## config.mk

```make
export PLATFORM = sky130hd
export DESIGN_NAME = multi_track_icms
export DESIGN_NICKNAME = d
export VERILOG_FILES = /design/src/rtl/multi_track_icms.sv
export SDC_FILE = /design/constraint.sdc
export NUM_CORES = 1
export LEC_CHECK = 0
export BUFFER_PORTS_ARGS = -buffer_cell sky130_fd_sc_hd__buf_2
export CORE_MARGIN = 8
export CORE_UTILIZATION = 30
export CTS_CLUSTER_DIAMETER = 150
export DETAILED_ROUTE_END_ITERATION = 12
export HOLD_SLACK_MARGIN = 0.12
export PLACE_DENSITY_LB_ADDON = 0.15
export SLEW_MARGIN = 20
export SYNTH_ARGS = -nofsm -noshare
export SYNTH_HDL_FRONTEND = slang
export SYNTH_SLANG_ARGS = --single-unit
```

## constraint.sdc

```tcl
create_clock -name CLK -period 5.5 [get_ports CLK]
set_input_delay 0.275 -clock CLK [delete_from_list [all_inputs] [get_ports CLK]]
set_output_delay 0.275 -clock CLK [all_outputs]
set_load 0.005 [all_outputs]
```

## src/rtl/multi_track_icms.sv

```systemverilog
// Multi-channel radar sweep controller: pulses each channel in turn, times its echo,
// and keeps per-channel range, threat and engage-permission flags.
module multi_track_icms #(
    parameter int CH        = 4,
    parameter int DW        = 32,
    parameter int PULSE_LEN = 50,
    parameter int TIMEOUT   = 1000,
    parameter int DPC       = 150
) (
    input  logic                  CLK,
    input  logic                  RST,
    input  logic                  scan_en,
    input  logic                  mode,
    input  logic [CH-1:0]         radar_echo,
    input  logic [DW-1:0]         max_safe_distance,
    input  logic                  severe_weather,
    output logic [CH-1:0]         radar_pulse_trigger,
    output logic [$clog2(CH)-1:0] active_channel,
    output logic [CH*DW-1:0]      distance_to_target,
    output logic [CH-1:0]         threat_detected,
    output logic [CH-1:0]         safe_to_engage,
    output logic                  sweep_done,
    output logic [1:0]            state
);
    localparam int AW  = $clog2(CH);
    localparam int NW  = $clog2(TIMEOUT + 1);
    localparam int PCW = (PULSE_LEN > 1) ? $clog2(PULSE_LEN) : 1;
    localparam int PW  = NW + 32 + DW;

    localparam logic [1:0] S_IDLE   = 2'b00;
    localparam logic [1:0] S_PULSE  = 2'b01;
    localparam logic [1:0] S_LISTEN = 2'b10;
    localparam logic [1:0] S_UPDATE = 2'b11;

    localparam logic [AW-1:0]  LAST_CH     = AW'(CH - 1);
    localparam logic [PCW-1:0] PULSE_LAST  = PCW'(PULSE_LEN - 1);
    localparam logic [NW-1:0]  LISTEN_LAST = NW'(TIMEOUT);

    logic [PCW-1:0]        pulse_cnt_r;
    logic [NW-1:0]         listen_cnt_r;
    logic                  echo_hit_r;
    logic [CH-1:0]         valid_r;
    logic [CH-1:0][DW-1:0] dist_r;

    logic [PW-1:0] range_full_s;
    logic [DW-1:0] range_s;
    logic          echo_s;
    logic          closer_s;
    logic          in_range_s;

    function automatic logic [CH-1:0] chan_onehot(input logic [AW-1:0] idx);
        logic [CH-1:0] oh;
        oh      = {CH{1'b0}};
        oh[idx] = 1'b1;
        return oh;
    endfunction

    assign distance_to_target = dist_r;

    // Range of the captured echo (full-width product, saturated to DW bits) and threat terms.
    always_comb begin
        range_full_s = PW'(listen_cnt_r) * PW'(DPC);
        if (|range_full_s[PW-1:DW]) begin
            range_s = {DW{1'b1}};
        end else begin
            range_s = range_full_s[DW-1:0];
        end
        echo_s     = radar_echo[active_channel];
        closer_s   = valid_r[active_channel] && (range_s < dist_r[active_channel]);
        in_range_s = (range_s <= max_safe_distance);
    end

    // Sweep sequencing, per-channel measurement results and engage permission.
    always_ff @(posedge CLK or posedge RST) begin
        if (RST) begin
            state               <= S_IDLE;
            active_channel      <= {AW{1'b0}};
            radar_pulse_trigger <= {CH{1'b0}};
            pulse_cnt_r         <= {PCW{1'b0}};
            listen_cnt_r        <= {NW{1'b0}};
            echo_hit_r          <= 1'b0;
            valid_r             <= {CH{1'b0}};
            dist_r              <= '0;
            threat_detected     <= {CH{1'b0}};
            safe_to_engage      <= {CH{1'b0}};
            sweep_done          <= 1'b0;
        end else begin
            sweep_done     <= 1'b0;
            safe_to_engage <= threat_detected & ~{CH{severe_weather}};
            case (state)
                S_IDLE: begin
                    if (scan_en) begin
                        state               <= S_PULSE;
                        active_channel      <= {AW{1'b0}};
                        pulse_cnt_r         <= {PCW{1'b0}};
                        radar_pulse_trigger <= chan_onehot({AW{1'b0}});
                    end
                end
                S_PULSE: begin
                    if (pulse_cnt_r == PULSE_LAST) begin
                        state               <= S_LISTEN;
                        radar_pulse_trigger <= {CH{1'b0}};
                        listen_cnt_r        <= NW'(1);
                    end else begin
                        pulse_cnt_r <= pulse_cnt_r + PCW'(1);
                    end
                end
                S_LISTEN: begin
                    // An echo on the final listen cycle still counts as an echo.
                    if (echo_s) begin
                        echo_hit_r <= 1'b1;
                        state      <= S_UPDATE;
                    end else if (listen_cnt_r == LISTEN_LAST) begin
                        echo_hit_r <= 1'b0;
                        state      <= S_UPDATE;
                    end else begin
                        listen_cnt_r <= listen_cnt_r + NW'(1);
                    end
                end
                S_UPDATE: begin
                    if (echo_hit_r) begin
                        dist_r[active_channel]          <= range_s;
                        threat_detected[active_channel] <= closer_s && in_range_s;
                        valid_r[active_channel]         <= 1'b1;
                    end else begin
                        dist_r[active_channel]          <= {DW{1'b0}};
                        threat_detected[active_channel] <= 1'b0;
                        valid_r[active_channel]         <= 1'b0;
                    end
                    pulse_cnt_r <= {PCW{1'b0}};
                    if (!scan_en) begin
                        state          <= S_IDLE;
                        active_channel <= {AW{1'b0}};
                    end else if (active_channel != LAST_CH) begin
                        state               <= S_PULSE;
                        active_channel      <= active_channel + AW'(1);
                        radar_pulse_trigger <= chan_onehot(active_channel + AW'(1));
                    end else begin
                        sweep_done     <= 1'b1;
                        active_channel <= {AW{1'b0}};
                        if (mode) begin
                            state               <= S_PULSE;
                            radar_pulse_trigger <= chan_onehot({AW{1'b0}});
                        end else begin
                            state <= S_IDLE;
                        end
                    end
                end
                default: begin
                    state <= S_IDLE;
                end
            endcase
        end
    end
endmodule
```

After elaboration in Yosys (flattened, before gate mapping)

Cells that the tools add are included.

Bits in registers: 166
Output and inout bits: 145
Word-level logic and storage cells: 108

$add $sub $neg: 3
Multiply operators: 1
$lt $le $gt $ge: 6
Eq/ne operators: 14
Muxes and demuxes: 47
Bitwise gates (word level): 8
Reduce and logical (&&, ||, !) cells: 15

Operators by type and width:

| cell                                                                  | number |
|---|---|
| 128-bit AND                                                           | 1 |
| 128-bit bitwise mux                                                   | 1 |
| 128-bit 2-to-1 mux                                                    | 1 |
| 128-bit NOT                                                           | 1 |
| 32-bit binary-select mux with 2-bit select                            | 1 |
| 32-bit demux with 2-bit select                                        | 1 |
| 32-bit 2-to-1 mux                                                     | 2 |
| 18-bit by 32-bit <= comparator with 1-bit output                      | 1 |
| 18-bit by 32-bit less-than comparator with 1-bit output               | 1 |
| 10-bit 2-to-1 mux                                                     | 3 |
| 4-bit 2-to-1 mux                                                      | 7 |
| 10-bit case mux with 2 select lines                                   | 1 |
| 6-bit case mux with 3 select lines                                    | 1 |
| 10-bit by 7-bit multiplier with 17-bit output (second input constant) | 1 |
| 2-bit 2-to-1 mux                                                      | 7 |
| 2-bit != test (second input constant)                                 | 7 |
| 4-bit AND                                                             | 3 |
| 1-bit 2-to-1 mux                                                      | 12 |
| 6-bit 2-to-1 mux                                                      | 2 |
| 4-bit case mux with 3 select lines                                    | 1 |
| 10-bit by 1-bit adder with 10-bit output (second input constant)      | 1 |
| 10-bit == test (second input constant)                                | 1 |
| 4-bit NOT                                                             | 2 |
| 2-bit case mux with 4 select lines                                    | 1 |
| other kinds (21)                                                      | 34 |

Logic depth before layout (Yosys ltp)

Gate-level depths: netlist (run 1).

Word-level depth: 8
Mapped depth: 21

Worst setup path before layout (run 1)

Ideal clock, no wire load.

Path type: reg2reg
From: register listen_cnt_r[4]
To: register threat_detected[0]
Library setup time: 0.133 ns
Arrival: 4.862 ns
Data required time: 5.367 ns
Setup slack: 0.506 ns
Cell stages (with the launch flop): 21
Path buffers: 1
Clock period less this slack: 4.994 ns
Cells stage by stage: dfrtp_1 ha_1 ha_1 inv_1 fa_1 fa_1 inv_1 ha_1 o21a_1 o21ai_0 nor3_1 o21a_1 or2_2 clkbuf_1 xor2_1 ha_1 nand4_1 nor4_1 a21oi_1 a2bb2oi_1 o31ai_1

Word-level cells in the longest chain between the ends: 6
Elaborated cells between the ends (all ways): 7
Classes of those cells: 1 x mul; 2 x order compare; 2 x mux; 2 x reduce/logical

RTL lines:

| what                                                    | RTL line | source |
|---|---|---|
| from (decl)                                             | 40       | `logic [NW-1:0] listen_cnt_r;` |
| from (signal assigned)                                  | 80       | `listen_cnt_r <= {NW{1'b0}};` |
| from (signal assigned)                                  | 117      | `listen_cnt_r <= listen_cnt_r + NW'(1);` |
| 10-bit by 7-bit multiplier with 17-bit output (*)       | 62       | `range_full_s = PW'(listen_cnt_r) * PW'(DPC);` |
| 18-bit by 32-bit less-than comparator with 1-bit output | 69       | `closer_s = valid_r[active_channel] && (range_s < dist_r[active_channel]);` |
| 1-bit logical AND                                       | 69       |  |
| 1-bit logical AND (*)                                   | 123      | `threat_detected[active_channel] <= closer_s && in_range_s;` |
| 4-bit bitwise mux (*)                                   | 123      |  |
| 4-bit 2-to-1 mux (*)                                    | 121      | `if (echo_hit_r) begin` |
| to (signal assigned)                                    | 84       | `threat_detected <= {CH{1'b0}};` |
| to (signal, indexed assignment)                         | 123      |  |
| to (decl)                                               | 20       | `output logic [CH-1:0] threat_detected,` |

Mark *: on every way between the ends. The rest lies on a longest branch, timed or not.
A chain may end at the register's enable or synchronous reset.

Worst setup path after layout (run 1)

From: register listen_cnt_r[6]
To: register threat_detected[0]

The elaborated chain is that of the path after synthesis.

==> run summary, run 1 <==
GRT met1 Usage - 20.9%
Commonest non-fill, non-tap cell in the layout - buf_2
Yosys warns - 0
WL per Instance - 18.8 um
Final Setup Violations - 0
Commonest register cell after synthesis - dfrtp_1
Global routing usage on met3 - 4.75%
Sequential Power Share - 27.4%
Critical path type - register to register
Tot GR Track Use - 15.7%
First-pass GRT wire length - 44000 um
Initial Util - 30.1%
Syn_nets - 1026
Final worst path period need - 5.23 ns
Worst setup margin - 0.270 ns
Gr busiest metal - met2
Die Area - 36200 um^2
Maximum VDD drop - 0.287 mV
Internal - 3.50 mW
Rel. slew slack - 33.4%
Final hold vios - 0
Place WS - 0.0967 ns
Tcrit/Tclk final - 95.1%
Wirelength, routed - 27900 um
Largest fanout on the critical path - 7
Die width - 190 um
Clock Path Buffers - 2
Post-Syn Area - 9120 um^2
Worst EP arrival - 5.56 ns
Clock share of power - 19.3%
Worst Hold Class - primary input to register
Critical path launch point type - register
Root buf cell - clkbuf_16
Row count - 64
FILL cells - 3106
Synth Register Bits - 166
Core Footprint - 30300 um^2
DRC Markers - 0
Htree depth - 4
Net Sw Frac - 45.9%
Combinational fraction of design power - 53.3%
Cell Count, Final, Fillers Out - 1483
Vias in the first global route - 7433
MaxCap Viol Count - 0
Req. time, crit path - 5.83 ns
Placed insts - 1449
Layout area overhead - 23.1%
Largest net degree at the start of global routing - 80
CTS Buf Count - 17
TritonCTS clock tree - done
Chip Height - 190 um
Asr flop ratio synth - 100%
Post-Syn Instances - 886
Congestion Overflow GR - 0
Post-synth EDFFs - 0
# nets final - 1214
Worst clock skew - 0.0130 ns
Post-DP HPWL - 21100 um
PD cells - 577 nW/um^2
Port-buffer cells - 185
Worst-Margin Slew - 0.996 ns
Mean Syn Cell Area - 10.3 um^2
Starting DRT DRC Count - 394
Remaining antenna violation count - 0
First drt pass iteration count - 6
Total vias in the final route - 7112
Register area share after synthesis - 45.5%
Switching pwr - 2.98 mW
Slew Viols, Final - 0
Netlist cell types - 50
Leakage - 5.83 nW
Max Fclk - 191 MHz
CTS sink count - 166
Via/cell ratio - 4.80
Io pins - 186
Outcome - finished, final reports clean
Antenna Cells - 0
M2 GR Usage - 24.6%
Crit end category - register
Initial antenna violation count - 0
Commonest cells after routing, fill and taps aside - 185 x buf_2, 164 x dfrtp_1, 100 x nand2_1
Worst-Skew Late Latency - 0.43 ns
Placer Congestion - 0.780
Layout cells sized above 1 - 24.8%
Reg clk slew, reported paths - 0.07 ns
## critical path, cell delays in order (launching register included)
cell	delay, ns
dfrtp_2	0.46
ha_1	0.31
ha_1	0.27
inv_1	0.05
fa_1	0.51
fa_1	0.51
inv_1	0.05
ha_1	0.36
a21o_1	0.19
a21oi_1	0.20
o21bai_1	0.11
o21a_1	0.22
or2_2	0.36
xor2_2	0.18
ha_1	0.31
nand4_1	0.14
nor4_2	0.37
a21oi_1	0.14
a2bb2oi_2	0.17
o31ai_1	0.23
## sequential cells by signal, summed over array words and instances, names as in the netlist, named ones only
name and count:
distance_to_target 128, listen_cnt_r 10, threat_detected 4, safe_to_engage 4, sweep_done 1, active_channel 2, radar_pulse_trigger 4, echo_hit_r 1
state 2, pulse_cnt_r 6
## worst paths after layout
check	start	end	slack, ns	cells after the start
hold / removal	scan_en	sweep_done	0.20	2
setup / recovery	listen_cnt_r[6]	threat_detected[0]	0.27	19
max in group asynchronous	RST	distance_to_target[5]	3.99	4
min in group asynchronous	RST	distance_to_target[52]	0.40	3
hold reg to reg	register	register	0.48	2
setup reg to reg	listen_cnt_r[6]	threat_detected[0]	0.27	19
## metrics by stage
step	utilization, %	setup TNS (ns)	hold WS, ns	cell area (um^2)	power [mW]
floorplan	-	0	0.341	9120	3.96
global placement	34.8	0	0.331	10500	5.22
detailed placement	34.8	0	0.331	10500	5.23
CTS	37.0	0	0.181	11200	6.52
global route	37.1	-0.0106	0.197	11200	7.10
finish	37.1	0	0.200	11200	6.48
## final cells by class
cell class / instances / area [um^2] / area share (%)
timing repair buffer: 203 / 1070 / 9.53
clock inverter: 15 / 198 / 1.76
clock buffer: 17 / 425 / 3.79
tap: 396 / 495 / 4.41
multi-input combinational: 606 / 4580 / 40.8
sequential: 166 / 4160 / 37.0
inverter: 80 / 305 / 2.72
## cells in the mapped netlist (all sizes together), types with 6 or more instances
| library cell | count | area (um^2) |
|---|---|---|
| fa | 11 | 220 |
| o31ai | 11 | 82.6 |
| a21oi | 29 | 145 |
| nor4 | 18 | 113 |
| nand3 | 15 | 87.6 |
| nand4 | 14 | 87.6 |
| a211oi | 7 | 52.6 |
| nor2b | 6 | 37.5 |
| nand2 | 101 | 379 |
| a221o | 8 | 80.1 |
| nor2 | 42 | 158 |
| xor2 | 10 | 87.6 |
| nor3 | 9 | 45.0 |
| o21ai | 73 | 365 |
| nand2b | 9 | 56.3 |
| mux4 | 20 | 450 |
| and2 | 61 | 382 |
| inv | 80 | 300 |
| a22o | 11 | 96.3 |
| dfrtp | 166 | 4150 |
| clkbuf | 31 | 116 |
| ha | 88 | 1100 |
| xnor2 | 11 | 96.3 |
## power by group through the flow
stage / sequential [mW] / combinational [mW] / clock [mW]
after global placement: 1.81 / 3.42 / 0
final: 1.78 / 3.45 / 1.25
after global routing: 1.83 / 3.94 / 1.34
after CTS: 1.79 / 3.44 / 1.29
after floorplan: 1.72 / 2.24 / 0
after detailed placement: 1.81 / 3.42 / 0
## routing by layer
layer  vias to the layer above  part of all wire [%]
li1                       3461                     -
met1                      3488                    46
met2                       147                    46
met3                        16                   6.2
met4                         0                   1.2
met5                         -                     0
## cell families after synthesis
kind of cell / Yosys count / share of synthesized area [%]
buffers and inverters: 114 / 4.71
adders and majority gates: 99 / 14.5
DFF: 166 / 45.5
AOI/OAI and AO/OA: 170 / 11.9
muxes: 20 / 4.94
xor gates and xnor gates: 21 / 2.02
and+or+nand+nor: 296 / 16.4
## what timing repair did
item | 4_1_cts | 5_1_grt
resized for setup | 0 | 9
endpoints found under the setup margin | 0 | 4
hold buffers | 2 | 0
hold endpoints to repair | 49 | 0
buffers inserted | 0 | 0
(Power assumes the default switching activity.)
==> run 2: changes to the inputs <==
Settings changed: CORE_UTILIZATION 30 to 45.
==> run 2 against run 1 <==
  * Design area fell by 1.6%
  * Highest routed layer unchanged
  * Critical path type unchanged
  * Die area fell by 31%
  * Clock power barely moved
  * Fmax barely moved
  * Critical path depth did not move
==> run summary, run 2 (synthesized netlist as in run 1, its figures left out) <==
Initial antenna violation count - 0 (unchanged)
Initial Util - 45.5% (was 30.1%)
Max FFs per register - 128 (unchanged)
Vias in the first global route - 7548 (was 7433)
Worst clock skew - 0.0164 ns (was 0.0130 ns)
# nets final - 1215 (was 1214)
Via/cell ratio - 5.37 (was 4.80)
Post-DP HPWL - 19200 um (was 21100 um)
Final worst path period need - 5.23 ns (about the same)
Setup TNS - 0 ns (unchanged)
Leakage - 5.82 nW (was 5.83 nW)
PD cells - 578 nW/um^2 (was 577 nW/um^2)
Worst reg2reg path endpoint - threat_detected[0] (unchanged)
Wirelength, routed - 25700 um (was 27900 um)
WL met1 - 10900 um (was 13000 um)
Critical path launch point type - register (unchanged)
Layout area overhead - 21.2% (was 23.1%)
Crit end category - register (unchanged)
Final Setup Violations - 0 (unchanged)
Rel. slew slack - 38.3% (was 33.4%)
First drt pass iteration count - 5 (was 6)
Highest-delay cell along the critical path - fa_1 (unchanged)
FILL cells - 1870 (was 3106)
Total vias in the final route - 7291 (was 7112)
Final hold vios - 0 (unchanged)
Tot GR Track Use - 21.4% (was 15.7%)
Power consumption - 6.38 mW (was 6.48 mW)
Largest net degree at the start of global routing - 60 (was 80)
CP cell instances - ha_1 -> ha_1 -> inv_1 -> fa_1 -> fa_1 -> inv_1 -> ha_1 -> a21o_1 -> a21oi_1 -> o21bai_1 -> o21a_1 -> or2_2 -> xor2_1 -> ha_1 -> nand4_1 -> nor4_1 -> o31ai_1 -> a31oi_2 -> o31ai_1 (was ha_1 -> ha_1 -> inv_1 -> fa_1 -> fa_1 -> inv_1 -> ha_1 -> a21o_1 -> a21oi_1 -> o21bai_1 -> o21a_1 -> or2_2 -> xor2_2 -> ha_1 -> nand4_1 -> nor4_2 -> a21oi_1 -> a2bb2oi_2 -> o31ai_1)
Worst-Margin Slew - 0.926 ns (was 0.996 ns)
Hold_sp - scan_en (unchanged)
Critical path type - register to register (unchanged)
MaxCap Viol Count - 0 (unchanged)
First-pass GRT wire length - 41300 um (was 44000 um)
Layout cells sized above 1 - 24.5% (was 24.8%)
Reg clk slew, reported paths - 0.08 ns (was 0.07 ns)
WL per Instance - 18.9 um (was 18.8 um)
Outcome - finished, final reports clean (unchanged)
DRC Markers - 0 (unchanged)
Commonest cells after routing, fill and taps aside - 185 x buf_2, 164 x dfrtp_1, 101 x nand2_1 (was 185 x buf_2, 164 x dfrtp_1, 100 x nand2_1)
Placer Congestion - 0.837 (was 0.780)
Commonest non-fill, non-tap cell in the layout - buf_2 (unchanged)
Clock Path Buffers - 2 (unchanged)
Congestion Overflow GR - 0 (unchanged)
Remaining antenna violation count - 0 (unchanged)
Multi-input gate area - 4560 um^2 (was 4580 um^2)
CTS Buf Count - 17 (unchanged)
Reg-to-reg setup timing slack - 0.27 ns (about the same)
Maximum VDD drop - 0.270 mV (was 0.287 mV)
Worst EP arrival - 5.53 ns (was 5.56 ns)
Largest fanout on the critical path - 7 (unchanged)
Register area - 4160 um^2 (unchanged)
Cell mode on critical path - ha_1 (unchanged)
Die Area - 25100 um^2 (was 36200 um^2)
Starting DRT DRC Count - 445 (was 394)
RR Startpoint - listen_cnt_r[6] (unchanged)
Antenna Cells - 0 (unchanged)
Port-buffer cells - 185 (unchanged)
Tcrit/Tclk final - 95.1% (about the same)
Req. time, crit path - 5.80 ns (was 5.83 ns)
Met3 WL - 1790 um (was 1720 um)
Worst-Skew Late Latency - 0.44 ns (was 0.43 ns)
Worst Hold Class - primary input to register (unchanged)
Worst hold path depth - 2 (unchanged)
WL met2 - 12500 um (was 12900 um)
Worst Hold Endpoint - sweep_done (unchanged)
Die width - 158 um (was 190 um)
Row count - 52 (was 64)
Top Metal Used - met4 (unchanged)
Core Util, Final - 55.1% (was 37.1%)
Slew Viols, Final - 0 (unchanged)
Crit path from - listen_cnt_r[6] (unchanged)
Core Footprint - 20000 um^2 (was 30300 um^2)
Htree depth - 4 (unchanged)
Chip Height - 158 um (was 190 um)
CTS sink count - 166 (unchanged)
TritonCTS clock tree - done (unchanged)
R2R depth - 19 (unchanged)
Max Fclk - 191 MHz (about the same)
Root buf cell - clkbuf_16 (unchanged)
Io pins - 186 (unchanged)
Slowest stage delay, CP - 0.53 ns (was 0.51 ns)
[run 2: changes by cell type in the layout (fill, tap and decap cells not counted), sizes merged]
cell	before	now
buf	201	202
clkinv	7	8
inv	87	86
[run 2: routing by layer]
layer  up-vias  GRT usage, %
met5         -             0
met4         0          6.06
met3        37          6.43
met2       203          34.7
met1      3592          27.4
li1       3459             -
[run 2: layout make-up]
class                      count  area share [%]
clock buffer                  17            3.85
tap                          270            3.06
multi-input combinational    606            41.2
sequential                   166            37.6
clock inverter                15            1.77
timing repair buffer         204            9.72
inverter                      80            2.76
[run 2: worst max path at each step]
stage | slack, ns | endpoint
floorplan | 0.51 | threat_detected[0]
global placement | 0.26 | threat_detected[2]
detailed placement | 0.10 | threat_detected[3]
CTS | 0.09 | threat_detected[0]
global route | -0.03 | threat_detected[2]
finish | 0.27 | threat_detected[0]
[run 2: repair_timing]
item,CTS,global route
resized for setup,0,8
setup endpoints to repair,0,4
endpoints found under the hold margin,61,0
setup buffers,0,0
hold buffers,2,0
[run 2: stage by stage]
step                      instance area, um^2  std cells  hold slack, ns  worst slack [ns]
final                                   11000       1358           0.175             0.269
after CTS                               11000       1358           0.161            0.0881
after global routing                    11000       1358           0.189           -0.0340
after detailed placement                10400       1324           0.371             0.102
after floorplan                          9120        886           0.341             0.506
after global placement                  10400       1324           0.371             0.263
[run 2: worst max-delay path, delay by kind of cell (launching register included)]
kind / cells / cell delay, ns
and+or+nand+nor: 3 / 0.77
DFF: 1 / 0.46
AOI/OAI and AO/OA: 7 / 1.23
adders and majority gates: 6 / 2.33
buffers and inverters: 2 / 0.10
xor gates and xnor gates: 1 / 0.18
[run 2: report_power, final]
part           internal (mW)  total, mW  switching (mW)
sequential              1.49       1.73           0.239
clock                  0.622       1.24           0.620
combinational           1.39       3.41            2.03
==> run 3: changes to the inputs <==
Settings changed: ABC_AREA set to 1.
==> run 3 against run 2 <==
  * Worst hold slack worse by 0.037 ns
  * Register-to-register slack better by 0.30 ns
  * Clock-buffer cell count unchanged
  * Routed wire length up 5.7%
  * Global-route usage down 0.39 points
  * Cell count up 19%
  * Core utilization down 0.90 points
  * Via count up 13%
  * Critical endpoint is now threat_detected[2]
  * Largest power group unchanged
  * Highest routed layer is now met5
==> run summary, run 3 <==
Outcome - finished, final reports clean (unchanged)
Root buf cell - clkbuf_16 (unchanged)
Reg clk slew, reported paths - 0.07 ns (was 0.08 ns)
Worst reg2reg path endpoint - threat_detected[2] (was threat_detected[0])
Critical path launch point type - register (unchanged)
Post-Syn Area - 9440 um^2 (was 9120 um^2)
Setup crit end - threat_detected[2] (was threat_detected[0])
Commonest cells after routing, fill and taps aside - 225 x nand2_1, 185 x buf_2, 174 x inv_1 (was 185 x buf_2, 164 x dfrtp_1, 101 x nand2_1)
Area contributors post-synth - dfrtp_1 44%, ha_1 12%, nand2_1 9.0% (was dfrtp_1 46%, ha_1 12%, mux4_2 4.9%)
# nets final - 1462 (was 1215)
Worst EP arrival - 5.25 ns (was 5.53 ns)
Commonest register cell after synthesis - dfrtp_1 (unchanged)
PD cells - 444 nW/um^2 (was 578 nW/um^2)
Worst Hold Class - primary input to register (unchanged)
Critical path type - register to register (unchanged)
Largest net degree at the start of global routing - 66 (was 60)
Wirelength, routed - 27100 um (was 25700 um)
Placed Area - 10600 um^2 (was 10400 um^2)
Post-DP HPWL - 20500 um (was 19200 um)
Final Cell Area - 11300 um^2 (was 11000 um^2)
Antenna Cells - 0 (unchanged)
Remaining antenna violation count - 0 (unchanged)
Tot GR Track Use - 21.0% (was 21.4%)
Commonest non-fill, non-tap cell in the layout - nand2_1 (was buf_2)
Yosys warns - 0 (unchanged)
Starting DRT DRC Count - 521 (was 445)
Netlist cell types - 48 (was 50)
MaxCap Viol Count - 0 (unchanged)
Post-Syn Instances - 1141 (was 886)
Initial Util - 45.3% (was 45.5%)
Count leader, synth - nand2_1 (was dfrtp_1)
Slew Viols, Final - 0 (unchanged)
Asr flop ratio synth - 100% (unchanged)
Setup TNS - 0 ns (unchanged)
WL per Instance - 16.9 um (was 18.9 um)
RSZ-0062 raised after global routing - false
Clock Path Buffers - 2 (unchanged)
Rel. slew slack - 32.7% (was 38.3%)
Row count - 53 (was 52)
Port-buffer cells - 185 (unchanged)
Max FFs per register - 128 (unchanged)
Most frequent cells after synthesis - 226 x nand2_1, 175 x inv_1, 166 x dfrtp_1 (was 166 x dfrtp_1, 101 x nand2_1, 88 x ha_1)
Vias in the first global route - 8192 (was 7548)
Synth top area share - 44.0% (was 45.5%)
FILL cells - 2015 (was 1870)
Req. time, crit path - 5.82 ns (was 5.80 ns)
Initial antenna violation count - 1 (was 0)
Worst clock skew - 0.0124 ns (was 0.0164 ns)
Crit path from - listen_cnt_r[5] (was listen_cnt_r[6])
Max Fclk - 203 MHz (was 191 MHz)
Io pins - 186 (unchanged)
Largest fanout on the critical path - 7 (unchanged)
Crit end category - register (unchanged)
Placer Congestion - 0.888 (was 0.837)
Tcrit/Tclk final - 89.7% (was 95.1%)
Place WS - 0.599 ns (was 0.102 ns)
Die width - 161 um (was 158 um)
Chip Height - 161 um (was 158 um)
Layout area overhead - 19.7% (was 21.2%)
Core Footprint - 20800 um^2 (was 20000 um^2)
Leakage - 6.26 nW (was 5.82 nW)
DRC Markers - 0 (unchanged)
CTS sink count - 166 (unchanged)
Area leader, netlist - dfrtp_1 (unchanged)
Final worst path period need - 4.93 ns (was 5.23 ns)
First drt pass iteration count - 5 (unchanged)
Worst-Margin Slew - 1.00 ns (was 0.926 ns)
TritonCTS clock tree - done (unchanged)
First-pass GRT wire length - 43600 um (was 41300 um)
Mean Syn Cell Area - 8.27 um^2 (was 10.3 um^2)
Maximum VDD drop - 0.265 mV (was 0.270 mV)
CTS Buf Count - 17 (unchanged)
Via/cell ratio - 5.10 (was 5.37)
Total vias in the final route - 8207 (was 7291)
Hold_sp - scan_en (unchanged)
Final hold vios - 0 (unchanged)
Register area share after synthesis - 44.0% (was 45.5%)
Synth Register Bits - 166 (unchanged)
R2R depth - 23 (was 19)
RR Startpoint - listen_cnt_r[5] (was listen_cnt_r[6])
Congestion Overflow GR - 0 (unchanged)
Die Area - 25900 um^2 (was 25100 um^2)
Worst-Skew Late Latency - 0.44 ns (about the same)
Reg-to-reg setup timing slack - 0.57 ns (was 0.27 ns)
Post-CTS sizing - 0 (unchanged)
Final Setup Violations - 0 (unchanged)
Htree depth - 4 (unchanged)
Layout cells sized above 1 - 19.8% (was 24.5%)
Worst setup margin - 0.568 ns (was 0.269 ns)
Post-synth EDFFs - 0 (unchanged)
Power consumption - 5.02 mW (was 6.38 mW)
Syn_nets - 1281 (was 1026)
## run 3: cell count changes in the layout (fill, tap and decap cells not counted), moves of 20 or more
cell / before / now
nand2_1: 101 / 225
nor2_1: 42 / 129
mux4_2: 20 / 0
inv_1: 79 / 174
a21oi_1: 29 / 61
nand3_1: 14 / 41
o21ai_1: 2 / 28
and2_1: 61 / 0
## run 3: where the power goes
| part | switching (mW) | total (mW) | internal (mW) |
|---|---|---|---|
| combinational | 1.38 | 2.15 | 0.768 |
| sequential | 0.174 | 1.60 | 1.42 |
| clock | 0.570 | 1.27 | 0.699 |
| total | 2.13 | 5.02 | 2.89 |
## run 3: critical path: stages, from the launching register on
cell and delay, ns:
dfrtp_1 0.48, ha_1 0.33, ha_1 0.30, fa_1 0.53, inv_1 0.05, fa_1 0.49, inv_1 0.04, ha_1 0.34
a21oi_1 0.17, o21a_1 0.14, nand2_2 0.08, a21oi_4 0.23, o21bai_4 0.08, xor2_2 0.29, ha_1 0.29, nand2_1 0.08
nor2_1 0.07, a21oi_1 0.18, nand2_1 0.08, nand2_1 0.06, nand2_1 0.04, a21oi_1 0.18, nand2_1 0.13, o22ai_1 0.12
## run 3: worst min path at each step
stage          cells after the start                 endpoint
2_1_floorplan                      1        safe_to_engage[1]
5_1_grt                            3               sweep_done
6_report                           3        active_channel[1]
3_3_place_gp                       2  distance_to_target[108]
3_5_place_dp                       2  distance_to_target[108]
4_1_cts                            3        active_channel[1]
## run 3: kinds of logic (layout without fill, tap and decap cells)
logic type	after synthesis	after routing	share of synthesized area (%)
AND/OR/NAND/NOR	449	449	20.2
buffers and inverters	216	410	8.79
AO/OA/AOI/OAI	201	201	11.7
flip-flops	166	166	44.0
adder cells (fa/ha/maj)	99	99	14.0
XOR/XNOR	10	10	1.33
## run 3: layout make-up
cell class	instances	area, um^2	area share (%)
multi-input combinational	759	4460	39.5
clock inverter	15	209	1.85
clock buffer	17	425	3.77
timing repair buffer	196	1010	8.97
tap	275	344	3.05
inverter	182	691	6.11
sequential	166	4160	36.8
## run 3: per-layer routing
metal | track usage (%) | up-vias | routed length [um]
met5 | 0 | - | 13
met4 | 5.39 | 2 | 361
met3 | 4.53 | 35 | 1540
met2 | 34.4 | 242 | 12700
met1 | 27.9 | 3910 | 12500
li1 | - | 4018 | -
## run 3: what timing repair did
item | in CTS | in global routing
endpoints found under the hold margin | 59 | 0
hold buffers | 2 | 0
setup buffers | 0 | 0
## run 3: per-stage QoR
step | utilization, % | instances | hold WS [ns]
floorplan | - | 1141 | 0.341
global placement | 51.1 | 1576 | 0.371
detailed placement | 51.1 | 1576 | 0.371
CTS | 54.2 | 1610 | 0.134
global route | 54.2 | 1610 | 0.163
finish | 54.2 | 1610 | 0.138
